## config.mk

```make
export PLATFORM = sky130hd
export DESIGN_NAME = muldiv_unit
export DESIGN_NICKNAME = d
export VERILOG_FILES = /design/src/rtl/muldiv_pkg.sv /design/src/rtl/muldiv_datapath.sv /design/src/rtl/muldiv_unit.sv
export SDC_FILE = /design/constraint.sdc
export NUM_CORES = 1
export LEC_CHECK = 0
export CORE_ASPECT_RATIO = 0.8
export CORE_MARGIN = 5
export CORE_UTILIZATION = 58
export DETAILED_ROUTE_END_ITERATION = 8
export GPL_TIMING_DRIVEN = 0
export PLACE_DENSITY_LB_ADDON = 0.25
export SLEW_MARGIN = 20
export SYNTH_ARGS = -nofsm -noshare
export SYNTH_HDL_FRONTEND = slang
export SYNTH_SLANG_ARGS = --single-unit
```

## constraint.sdc

```tcl
create_clock -name clk -period 9.1 [get_ports clk]
set_input_delay 1.82 -clock clk [delete_from_list [all_inputs] [get_ports clk]]
set_output_delay 1.82 -clock clk [all_outputs]
set_load 0.02 [all_outputs]
```

## src/rtl/muldiv_pkg.sv

```systemverilog
// rtl/muldiv_pkg.sv - shared encodings for the multiply/divide unit
package muldiv_pkg;
    localparam int WIDTH = 32;
    localparam int CNT_W = 5;

    typedef enum logic [1:0] {
        OP_MULT  = 2'd0,
        OP_MULTU = 2'd1,
        OP_DIV   = 2'd2,
        OP_DIVU  = 2'd3
    } op_e;

    typedef enum logic [1:0] {
        IDLE = 2'd0,
        RUN  = 2'd1,
        FIX  = 2'd2
    } state_e;
endpackage

```

## src/rtl/muldiv_datapath.sv

```systemverilog
// rtl/muldiv_datapath.sv - one shift-add / restoring-divide iteration per enable
module muldiv_datapath #(
    parameter int WIDTH = muldiv_pkg::WIDTH
) (
    input  logic             clk,
    input  logic             reset,
    input  logic             i_load,
    input  logic             i_step,
    input  logic             i_is_div,
    input  logic [WIDTH-1:0] i_a_mag,
    input  logic [WIDTH-1:0] i_b_mag,
    output logic [WIDTH-1:0] o_acc,
    output logic [WIDTH-1:0] o_shift
);
    logic [WIDTH-1:0] r_acc;
    logic [WIDTH-1:0] r_shift;
    logic [WIDTH-1:0] r_opnd;
    logic [WIDTH:0]   w_sum;
    logic [WIDTH:0]   w_rem_sh;
    logic [WIDTH-1:0] w_diff;
    logic             w_ge;

    // Multiply: {acc,shift} shifts right, adding opnd when the shifted-out bit is set.
    // Divide: the dividend shifts out of the top of shift into acc; quotient bits enter at bit 0.
    assign w_sum    = {1'b0, r_acc} + (r_shift[0] ? {1'b0, r_opnd} : '0);
    assign w_rem_sh = {r_acc, r_shift[WIDTH-1]};
    assign w_ge     = (w_rem_sh >= {1'b0, r_opnd});
    assign w_diff   = w_rem_sh[WIDTH-1:0] - r_opnd;

    always_ff @(posedge clk) begin
        if (reset) begin
            r_acc   <= '0;
            r_shift <= '0;
            r_opnd  <= '0;
        end else if (i_load) begin
            r_acc   <= '0;
            r_shift <= i_a_mag;
            r_opnd  <= i_b_mag;
        end else if (i_step) begin
            if (i_is_div) begin
                r_acc   <= w_ge ? w_diff : w_rem_sh[WIDTH-1:0];
                r_shift <= {r_shift[WIDTH-2:0], w_ge};
            end else begin
                r_acc   <= w_sum[WIDTH:1];
                r_shift <= {w_sum[0], r_shift[WIDTH-1:1]};
            end
        end
    end

    assign o_acc   = r_acc;
    assign o_shift = r_shift;
endmodule

```

## src/rtl/muldiv_unit.sv

```systemverilog
// rtl/muldiv_unit.sv - iterative MULT/MULTU/DIV/DIVU unit owning HI/LO
module muldiv_unit #(
    parameter int WIDTH = muldiv_pkg::WIDTH,
    parameter int CNT_W = muldiv_pkg::CNT_W
) (
    input  logic             clk,
    input  logic             reset,
    input  logic             start,
    input  logic [1:0]       op,
    input  logic [WIDTH-1:0] a,
    input  logic [WIDTH-1:0] b,
    input  logic             mthi,
    input  logic             mtlo,
    input  logic [WIDTH-1:0] wdata,
    output logic             busy,
    output logic             done,
    output logic [WIDTH-1:0] hi,
    output logic [WIDTH-1:0] lo
);
    import muldiv_pkg::*;

    state_e             r_state;
    logic [CNT_W-1:0]   r_cnt;
    logic               r_is_div;
    logic               r_neg_q;
    logic               r_neg_r;

    logic               w_signed;
    logic               w_load;
    logic [WIDTH-1:0]   w_a_mag;
    logic [WIDTH-1:0]   w_b_mag;
    logic [WIDTH-1:0]   w_acc;
    logic [WIDTH-1:0]   w_shift;
    logic [2*WIDTH-1:0] w_prod;
    logic [2*WIDTH-1:0] w_prod_fix;
    logic [WIDTH-1:0]   w_q_fix;
    logic [WIDTH-1:0]   w_r_fix;

    assign w_signed = (op == OP_MULT) || (op == OP_DIV);
    assign w_load   = (r_state == IDLE) && start;
    assign w_a_mag  = (w_signed && a[WIDTH-1]) ? -a : a;
    assign w_b_mag  = (w_signed && b[WIDTH-1]) ? -b : b;

    muldiv_datapath #(.WIDTH(WIDTH)) u_datapath (
        .clk      (clk),
        .reset    (reset),
        .i_load   (w_load),
        .i_step   (r_state == RUN),
        .i_is_div (r_is_div),
        .i_a_mag  (w_a_mag),
        .i_b_mag  (w_b_mag),
        .o_acc    (w_acc),
        .o_shift  (w_shift)
    );

    // Sign fixup on the unsigned core result; remainder follows the dividend's sign.
    assign w_prod     = {w_acc, w_shift};
    assign w_prod_fix = r_neg_q ? -w_prod : w_prod;
    assign w_q_fix    = r_neg_q ? -w_shift : w_shift;
    assign w_r_fix    = r_neg_r ? -w_acc : w_acc;

    always_ff @(posedge clk) begin
        if (reset) begin
            r_state  <= IDLE;
            r_cnt    <= '0;
            r_is_div <= 1'b0;
            r_neg_q  <= 1'b0;
            r_neg_r  <= 1'b0;
            busy     <= 1'b0;
            done     <= 1'b0;
            hi       <= '0;
            lo       <= '0;
        end else begin
            done <= 1'b0;
            case (r_state)
                IDLE: begin
                    if (start) begin
                        r_is_div <= op[1];
                        r_neg_q  <= w_signed && (a[WIDTH-1] ^ b[WIDTH-1]);
                        r_neg_r  <= w_signed && a[WIDTH-1];
                        r_cnt    <= '0;
                        busy     <= 1'b1;
                        r_state  <= RUN;
                    end else begin
                        if (mthi) hi <= wdata;
                        if (mtlo) lo <= wdata;
                    end
                end
                RUN: begin
                    r_cnt <= r_cnt + 1'b1;
                    if (r_cnt == CNT_W'(WIDTH - 1)) r_state <= FIX;
                end
                FIX: begin
                    if (r_is_div) begin
                        hi <= w_r_fix;
                        lo <= w_q_fix;
                    end else begin
                        {hi, lo} <= w_prod_fix;
                    end
                    busy    <= 1'b0;
                    done    <= 1'b1;
                    r_state <= IDLE;
                end
                default: r_state <= IDLE;
            endcase
        end
    end
endmodule
```

# After elaboration in Yosys (flattened, before gate mapping)
# Index checks and enable logic that the tools add are counted.
# totals
register_bits,172
in_bits,103
out_inout_bits,66
word_cells,75
# op_classes
add_sub_neg,8
n_lt_le_gt_ge,1
n_eq_ne,9
n_mux,27
bitwise_logic,1
n_reduce_logical,17
# op_table
op,n
$mux W32,16
$neg A32 Y32,4
$pmux W32 S2,2
$mux W64,1
$neg A64 Y64,1
$add A32 B33 Y33,1
$ge A33 B32 Y1,1
$sub A32 B32 Y32,1
$ne A2 B2 Y1 const B,5
$pmux W5 S2,1
$reduce_and A2 Y1,4
$reduce_and A3 Y1,2
$reduce_bool A2 Y1,3
$add A5 B1 Y5 const B,1
$eq A5 B5 Y1 const B,1
$mux W5,1
$eq A2 B2 Y1 const B,2
$logic_and A1 B1 Y1,4
$logic_not A2 Y1,2
$mux W2,2
$pmux W2 S2,1
$eq A2 B1 Y1 const B,1
$mux W1,2
$pmux W1 S2,1
other kinds (3),3

# Longest topological paths before layout
# Gate-level depths: netlist of run 1.
# logic_depth
ltp_word,5
depth_mapped,15
depth_no_buf,14

# Cells and area by module
# From an unflattened synthesis of run 1, not the netlist that was laid out.
# hier_totals
cells_unflattened,1917
hier_area_um2,14408.8
# modules_own_cells
module,n_inst,cells_each,area_each_um2,seq_area_each_um2
muldiv_datapath,1,1038,8031.5,1921.8
muldiv_unit,1,879,6377.4,1521.5

# Worst setup path after synthesis of run 1
# OpenSTA, ideal clock, no wires.
# synth_path
path_type,input-to-reg
start,in b[12]
end,reg u_datapath.r_opnd[28]
setup_time_ns,0.086
arrival_ns,3.980
t_required_ns,9.014
slack_ns,5.035
stages,8
path_buffers,0
path_cell_list,or4_1 -> or3_1 -> or2_2 -> nor3b_1 -> nand2_1 -> o21ai_0 -> xor2_1 -> a211oi_1
# synth_via
elab_chain_len,2
# synth_rtl
element,line,source
from (decl),muldiv_unit.sv:11,"input logic [WIDTH-1:0] b,"
$neg A32 Y32,muldiv_unit.sv:42,assign w_b_mag = (w_signed && b[WIDTH-1]) ? -b : b;
$mux W32,muldiv_unit.sv:42,
to (signal assigned),muldiv_datapath.sv:38,r_opnd <= i_b_mag;
to (decl),muldiv_datapath.sv:17,logic [WIDTH-1:0] r_opnd;
# No other way between the ends.
# A chain may end at the register's enable or synchronous reset.

# Worst setup path after layout of run 1
# layout_path
start,reg u_datapath.r_shift[0] (netlist: u_datapath.o_shift[0])
end,reg u_datapath.r_acc[24] (netlist: u_datapath.o_acc[24])
# layout_via
elab_chain_len,3
# layout_rtl
element,line,source
from (decl),muldiv_datapath.sv:16,logic [WIDTH-1:0] r_shift;
from (signal assigned),muldiv_datapath.sv:37,r_shift <= i_a_mag;
from (signal assigned),muldiv_datapath.sv:42,"r_shift <= {r_shift[WIDTH-2:0], w_ge};"
from (signal assigned),muldiv_datapath.sv:45,"r_shift <= {w_sum[0], r_shift[WIDTH-1:1]};"
$mux W32,muldiv_datapath.sv:25,"assign w_sum = {1'b0, r_acc} + (r_shift[0] ? {1'b0, r_opnd} : '0);"
$add A32 B33 Y33,muldiv_datapath.sv:25,
$mux W32,muldiv_datapath.sv:40,if (i_is_div) begin
to (signal assigned),muldiv_datapath.sv:41,r_acc <= w_ge ? w_diff : w_rem_sh[WIDTH-1:0];
to (signal assigned),muldiv_datapath.sv:44,r_acc <= w_sum[WIDTH:1];
to (decl),muldiv_datapath.sv:15,logic [WIDTH-1:0] r_acc;
# No other way between the ends.

==> results.tsv, run 1 <==
stage	metric	value	unit
synth	Synth Instances	1863	
die	Die W	181	µm
synth	FF+latch count, synth	172	
detailed_routing	Iter 0 DRT Violations	2182	
finish	Antenna Cells	0	
synth	Post-Synth XOR/XNOR Area	10.5	%
die	core footprint	23300	µm²
synth	Post-synth top flop	dfxtp_1	
global_route	initial antenna violation count	0	
die	Initial Utilization	58.6	%
setup_path	Arr. time, crit path	5.37	ns
setup_path	Reg2Reg Setup Slack	4.09	ns
detailed_routing	DR WL/cell	21.9	µm
timing	final hold slack	0.460	ns
job	max cap viols	0	
timing	max-slew violation count	0	
synth	syn_nets	2038	
worst_hold_path	Hold Crit Endpoint	u_datapath.r_opnd[31]$_SDFFE_PP0P_	
synth	Mapped Avg Cell Area	7.32	µm²
power	P per Cell Area	149	nW/µm²
detailed_routing	Vias	15576	
synth	post-synthesis mux area share	3.04	%
synth	Synth Area in Compound Gates	29.0	%
synth	yosys warns	0	
cts	clock tree buffer depth	2	
cts	# Post-CTS Setup Buffers	0	
place	PortBufs	167	
global_route	gr ovfl total	0	
die	row cnt	50	
timing	RSZ-0062 raised after global routing	false	
setup_path	crit path max fanout	10	
synth	combinational family with the most area after synthesis	compound AO/OA/AOI/OAI gates	
setup_path	critical path type	register to register	
timing	Final Hold Viols	0	
finish	Area growth syn-to-layout	19.4	%
setup_path	Critical Path RT	9.45	ns
synth	Post-Synth Simple-Gate Area	20.3	%
place	Post-DP Area	15700	µm²
power	LEAKAGE	0.00621	µW
detailed_routing	drt via density	6.56	
place	GP Congestion	1.03	
timing	crit path time final	5.01	ns
cts	cts hold-fix bufs	0	
setup_path	crit path launch type	register	
synth	top-area cell type share of the netlist area	25.3	%
synth	Post-synth ARST share	0	%
synth	Post-Synth Adder-Cell Area	6.72	%
cts	clk sinks	172	
timing	final worst-path cycle share	55.1	%
place	Final HPWL DP	41.3	mm
setup_path	worst reg2reg endpoint	u_datapath.o_acc[24]$_SDFFE_PP0P_	
die	full die area	26700	µm²
run_status	outcome	finished, final reports clean	
global_route	largest net degree at the start of global routing	17	
finish	Non-Filler Cell Area, Final	16300	µm²
synth	EDFF count, synth	0	
setup_path	origin of the critical flop-to-flop path	u_datapath.o_shift[0]$_SDFFE_PP0P_	
die	Die H	147	µm
detailed_routing	# DRC	0	
synth	Yosys cell types	67	
worst_hold_path	hold crit path type	register to register	
synth	Synth area leader	dfxtp_1	
global_route	vias in the first global route	14262	
synth	Cell Area, Synth	13600	µm²
worst_hold_path	worst hold path stage count	2	
setup_path	worst reg2reg path depth	14	
timing	Clock Skew	0.0114	ns
detailed_routing	Total Routed Length	52.1	mm
cts	CTS tree	done	
detailed_routing	TritonRoute pass-1 iters	7	
power	Peak supply drop	0.141	mV
timing	fmax	0.200	GHz
timing	worst-margin pin slew	0.913	ns
global_route	GRT Total Usage	37.3	%
worst_hold_path	Hold Crit Start	u_datapath.r_opnd[31]$_SDFFE_PP0P_	
cts	root buf cell	clkbuf_16	
cts	clk slew on worst S/H paths	0.07	ns
power	total power	2430	µW
finish	layout net count	2224	
setup_path	critical path endpoint category	register	
timing	Max transition margin	39.0	%
timing	setup_tns	0	ns
cts	Clock Latency Late Sink	0.45	ns
timing	setup violators final	0	
global_route	first-pass GRT wire length	80.0	mm
synth	register area share after synthesis	25.3	%
cts	PostCTS Resize Cnt	0	
detailed_routing	number of nets with antenna violations after routing	0	
cts	CTS Buf Count	17	
die	# IOs	169	
cts	H-tree depth	4	
finish	share of cells above drive strength 1	3.35	%
synth	Area contributors post-synth	dfxtp_1, a21oi_1, nor2_1, ha_1, xnor2_1	
## state kept, by name (all words and copies together) (netlist names)
register            count
u_datapath.o_shift     32
busy                    1
u_datapath.r_opnd      32
r_neg_q                 1
r_neg_r                 1
r_is_div                1
u_datapath.o_acc       32
r_cnt                   5
r_state                 2
done                    1
hi                     32
lo                     32
## worst max-delay path by stage
stage                                                   from                                  end  slack [ns]  cells past startpoint
after CTS                 u_datapath.o_shift[0]$_SDFFE_PP0P_    u_datapath.o_acc[24]$_SDFFE_PP0P_        4.29                     14
final                     u_datapath.o_shift[0]$_SDFFE_PP0P_    u_datapath.o_acc[24]$_SDFFE_PP0P_        4.09                     14
after detailed placement                                b[4]   u_datapath.r_opnd[28]$_SDFFE_PP0P_        4.07                     10
after global placement                                  a[2]  u_datapath.o_shift[29]$_SDFFE_PP0P_        4.18                     11
after floorplan                                        b[12]   u_datapath.r_opnd[28]$_SDFFE_PP0P_        5.03                      8
after global routing      u_datapath.o_shift[0]$_SDFFE_PP0P_    u_datapath.o_acc[30]$_SDFFE_PP0P_        3.80                     14
## synth_stat cells (all sizes together) (4+ instances only)
cell type and number:
inv 63, xor2 77, o21a 8, o22ai 5, o41ai 10, a221oi 4, a2111oi 12, mux2i 38
or2 9, a31oi 21, nor3 42, ha 70, buf 15, o31ai 20, dfxtp 172, o221ai 6
nand3 28, nor4 26, a21boi 5, nand2b 9, nor2 269, a311oi 22, or4 10, and3 10
a21o 32, o21ai 120, o211ai 12, nor2b 16, a211oi 101, clkbuf 102, and2 5, or3 25
nand2 141, a21oi 216, o21bai 15, xnor2 87, nand4 11
## routing by layer
metal  global-route usage, %  vias up  wire length [µm]  part of all wire [%]
li1                        -     7131                 -                     -
met3                    9.26      131              6370                    12
met4                    10.3        0              1330                   2.6
met2                    55.9     1026             22000                    42
met5                       0        -                 0                     0
met1                    53.4     7288             22400                    43
## metrics by stage
| step | utilization [%] | cells | setup WS (ns) |
|---|---|---|---|
| floorplan | - | 1863 | 5.03 |
| global placement | 67.4 | 2342 | 4.18 |
| detailed placement | 67.4 | 2342 | 4.07 |
| CTS | 70.0 | 2374 | 4.29 |
| global route | 70.0 | 2374 | 3.80 |
| finish | 70.0 | 2374 | 4.09 |
## area by class of cell
cell class / instances / area, µm²
Fill cell: 2025 / 6990
Inverter: 63 / 236
Buffer: 117 / 470
Clock buffer: 22 / 484
Tap cell: 312 / 390
Multi-Input combinational cell: 1511 / 9480
Clock inverter: 10 / 101
Sequential cell: 172 / 3440
Timing Repair Buffer: 167 / 1670
## report_power, final
part           switching [µW]  internal [µW]
combinational             510            309
clock                     332            410
sequential               66.9            803
## critical path: stages, from the launching register on
cell      delay, ns
dfxtp_1        0.60
inv_1          0.27
clkbuf_1       0.35
nor2_1         0.28
ha_1           0.29
a211oi_1       0.38
o211ai_1       0.27
and2_1         0.22
a311oi_1       0.44
o21ai_0        0.34
a21oi_1        0.53
o21ai_0        0.22
xor2_1         0.24
o221ai_1       0.17
a221oi_1       0.29
## cell usage in the layout, fill, tap and decap left out, drive strengths merged, types with 6 or more instances in the layout
cell and count:
nor2 269, o211ai 12, or3 25, nand2b 9, clkdlybuf4s50 167, xnor2 87, o21a 8, nand2 141
mux2i 38, o21bai 15, ha 70, a21oi 216, o221ai 6, a31oi 21, buf 15, a211oi 101
and3 10, or4 10, or2 9, a21o 32, dfxtp 172, o31ai 20, clkbuf 124, nand3 28
o21ai 120, nor4 26, nand4 11, xor2 77, a311oi 22, o41ai 10, inv 67, a2111oi 12
nor3 42, nor2b 16
## cells by family after synthesis
| logic type | after synthesis |
|---|---|
| compound gates | 626 |
| buf+inv | 180 |
| fa+ha+maj | 72 |
| flops | 172 |
| mux | 41 |
| simple gates | 608 |
| xor+xnor | 164 |
Power figures use the tool's default switching activity.
==> inputs of run 2 (changes only) <==
--- a/config.mk
+++ b/config.mk
@@ -7,7 +7,7 @@
 export LEC_CHECK = 0
 export CORE_ASPECT_RATIO = 0.8
 export CORE_MARGIN = 5
-export CORE_UTILIZATION = 58
+export CORE_UTILIZATION = 52
 export DETAILED_ROUTE_END_ITERATION = 8
 export GPL_TIMING_DRIVEN = 0
 export PLACE_DENSITY_LB_ADDON = 0.25
==> constraint.sdc (replaced) <==
create_clock -name clk -period 4.3 [get_ports clk]
set_input_delay 0.86 -clock clk [delete_from_list [all_inputs] [get_ports clk]]
set_output_delay 0.86 -clock clk [all_outputs]
set_load 0.02 [all_outputs]
==> run 2 against run 1 <==
  * Register-to-register slack lost 3.9 ns
  * Design area up 0.60%
  * Critical path type unchanged
  * Final cell count up 1.9%
  * Sequential share of layout area fell by 0.12 points
==> results.tsv, run 2 (synthesis results as in run 1) <==
stage	metric	value	unit	change
setup_path	worst reg2reg path depth	14		unchanged
cts	root buf cell	clkbuf_16		unchanged
timing	Clock Skew	0.0142	ns	was 0.0114 ns
place	PortBufs	167		unchanged
die	# IOs	169		unchanged
global_route	vias in the first global route	13989		was 14,262
finish	area of the multi-input gates	9510	µm²	was 9480 µm²
detailed_routing	number of nets with antenna violations after routing	0		unchanged
detailed_routing	Vias	15222		was 15,576
detailed_routing	DR WL/cell	21.8	µm	was 21.9 µm
detailed_routing	Total Routed Length	52.7	mm	was 52.1 mm
power	LEAKAGE	0.00623	µW	was 0.00621 µW
setup_path	critical path endpoint category	register		unchanged
detailed_routing	TritonRoute pass-1 iters	8		was 7
timing	Max transition margin	40.5	%	was 39.0%
die	row cnt	53		was 50
cts	H-tree depth	4		unchanged
job	max cap viols	0		unchanged
finish	Seq. cell area	3440	µm²	about the same
place	Post-DP Area	15800	µm²	was 15,700 µm²
power	P per Cell Area	315	nW/µm²	was 149 nW/µm²
cts	Clock Latency Late Sink	0.46	ns	was 0.45 ns
place	GP Congestion	1.02		was 1.03
setup_path	crit path launch type	register		unchanged
finish	Antenna Cells	0		unchanged
die	Initial Utilization	52.3	%	was 58.6%
finish	share of cells above drive strength 1	3.83	%	was 3.35%
place	Final HPWL DP	41.9	mm	was 41.3 mm
timing	crit path time final	4.11	ns	was 5.01 ns
finish	layout net count	2225		was 2,224
setup_path	Critical Path RT	4.62	ns	was 9.45 ns
die	Die H	155	µm	was 147 µm
timing	max-slew violation count	0		unchanged
setup_path	Slowest cell on crit path	fa_1		was dfxtp_1
die	core footprint	26100	µm²	was 23,300 µm²
finish	fill count	2426		was 2,025
cts	cts hold-fix bufs	0		unchanged
timing	Final Hold Viols	0		unchanged
setup_path	crit path max fanout	10		unchanged
timing	RSZ-0062 raised after global routing	false		unchanged
global_route	GRT Total Usage	34.7	%	was 37.3%
setup_path	CP most frequent cell	nor2_1		was o21ai_0
die	full die area	29600	µm²	was 26,700 µm²
detailed_routing	Iter 0 DRT Violations	1901		was 2,182
global_route	gr ovfl total	0		unchanged
cts	clock tree buffer depth	2		unchanged
global_route	largest net degree at the start of global routing	17		unchanged
setup_path	critical path type	register to register		unchanged
timing	fmax	0.243	GHz	was 0.200 GHz
finish	commonest cells after routing, fill and taps aside	nor2_1, a21oi_1, dfxtp_1		unchanged
global_route	initial antenna violation count	0		unchanged
timing	final worst-path cycle share	95.6	%	was 55.1%
detailed_routing	drt via density	6.29		was 6.56
timing	worst-margin pin slew	0.891	ns	was 0.913 ns
timing	setup violators final	0		unchanged
setup_path	worst path cell trace	inv_1, clkbuf_2, nor2_1, fa_1, a21o_1, a31oi_1, o21ai_0, a211oi_2, o21ai_1, a31oi_1, nor2_1, nor2_1, xor2_1, a21oi_1		was inv_1, clkbuf_1, nor2_1, ha_1, a211oi_1, o211ai_1, and2_1, a311oi_1, o21ai_0, a21oi_1, o21ai_0, xor2_1, o221ai_1, a221oi_1
run_status	outcome	finished, final reports clean		unchanged
finish	leading cell type in the layout, fill and taps excluded	nor2_1		unchanged
power	total power	5160	µW	was 2430 µW
cts	clk slew on worst S/H paths	0.07	ns	about the same
finish	Non-Filler Cell Area, Final	16400	µm²	was 16,300 µm²
die	Die W	191	µm	was 181 µm
setup_path	Arr. time, crit path	4.43	ns	was 5.37 ns
finish	Area growth syn-to-layout	20.1	%	was 19.4%
worst_hold_path	worst hold path stage count	2		unchanged
worst_hold_path	hold crit path type	register to register		unchanged
setup_path	max incr delay on CP	0.47	ns	was 0.60 ns
cts	clk sinks	172		unchanged
detailed_routing	# DRC	0		unchanged
cts	CTS tree	done		unchanged
power	Peak supply drop	0.347	mV	was 0.141 mV
global_route	first-pass GRT wire length	81.2	mm	was 80.0 mm
cts	CTS Buf Count	17		unchanged
==> run 2: layout make-up <==
class,count,area share [%]
multi-input cells,1511,58.1
flip-flops and latches,172,21.0
repair buffers,168,10.3
plain buffers,117,2.88
well taps,357,2.73
clock buffers,17,2.60
inverters,63,1.44
clock inverters,15,1.01
==> run 2: timing repair <==
action / 4_1_cts / 5_1_grt
resized for setup: 4 / 7
buffers inserted: 0 / 1
setup endpoints to repair: 9 / 17
pin swaps: 0 / 1
==> run 2: path summary, 6_finish.rpt <==
kind                                 startpoint                           endpoint  slack [ns]
max          u_datapath.o_shift[0]$_SDFFE_PP0P_  u_datapath.o_acc[25]$_SDFFE_PP0P_        0.19
max reg2reg  u_datapath.o_shift[0]$_SDFFE_PP0P_  u_datapath.o_acc[25]$_SDFFE_PP0P_        0.19
min reg2reg               r_cnt[4]$_SDFFE_PP0P_              r_cnt[4]$_SDFFE_PP0P_        0.48
min                       r_cnt[4]$_SDFFE_PP0P_              r_cnt[4]$_SDFFE_PP0P_        0.48
==> run 2: report_power, final <==
group / total (µW) / switching (µW) / internal [µW]
Sequential: 1840 / 137 / 1700
Clock: 1590 / 724 / 865
Combinational: 1740 / 1080 / 653
Total: 5160 / 1950 / 3220
==> run 2: critical path: cells and delay by family, from the launching register on <==
family,cells,cell delay [ns]
xor gates and xnor gates,1,0.24
and+or+nand+nor,3,0.36
buffers and inverters,2,0.60
DFF,1,0.39
AOI/OAI and AO/OA,7,1.91
adders and majority gates,1,0.47
==> run 2: metrics by stage <==
| stage | hold slack [ns] | TNS [ns] | cells | setup WS [ns] | util (%) |
|---|---|---|---|---|---|
| detailed placement | 0.470 | -1.69 | 2387 | -0.375 | 60.4 |
| floorplan | 0.436 | 0 | 1863 | 1.03 | - |
| global placement | 0.445 | -1.62 | 2387 | -0.351 | 60.4 |
| global route | 0.504 | 0 | 2420 | 0.00906 | 62.8 |
| CTS | 0.479 | 0 | 2419 | 0.0311 | 62.7 |
| finish | 0.482 | 0 | 2420 | 0.190 | 62.8 |
==> run 2: metal layers <==
metal / wire length [µm] / global-route usage (%) / vias to the layer above
met5: 0 / 0 / -
met4: 1100 / 7.32 / 0
met3: 6190 / 9.48 / 97
met2: 22100 / 50.5 / 861
met1: 23300 / 51.5 / 7168
li1: - / - / 7096
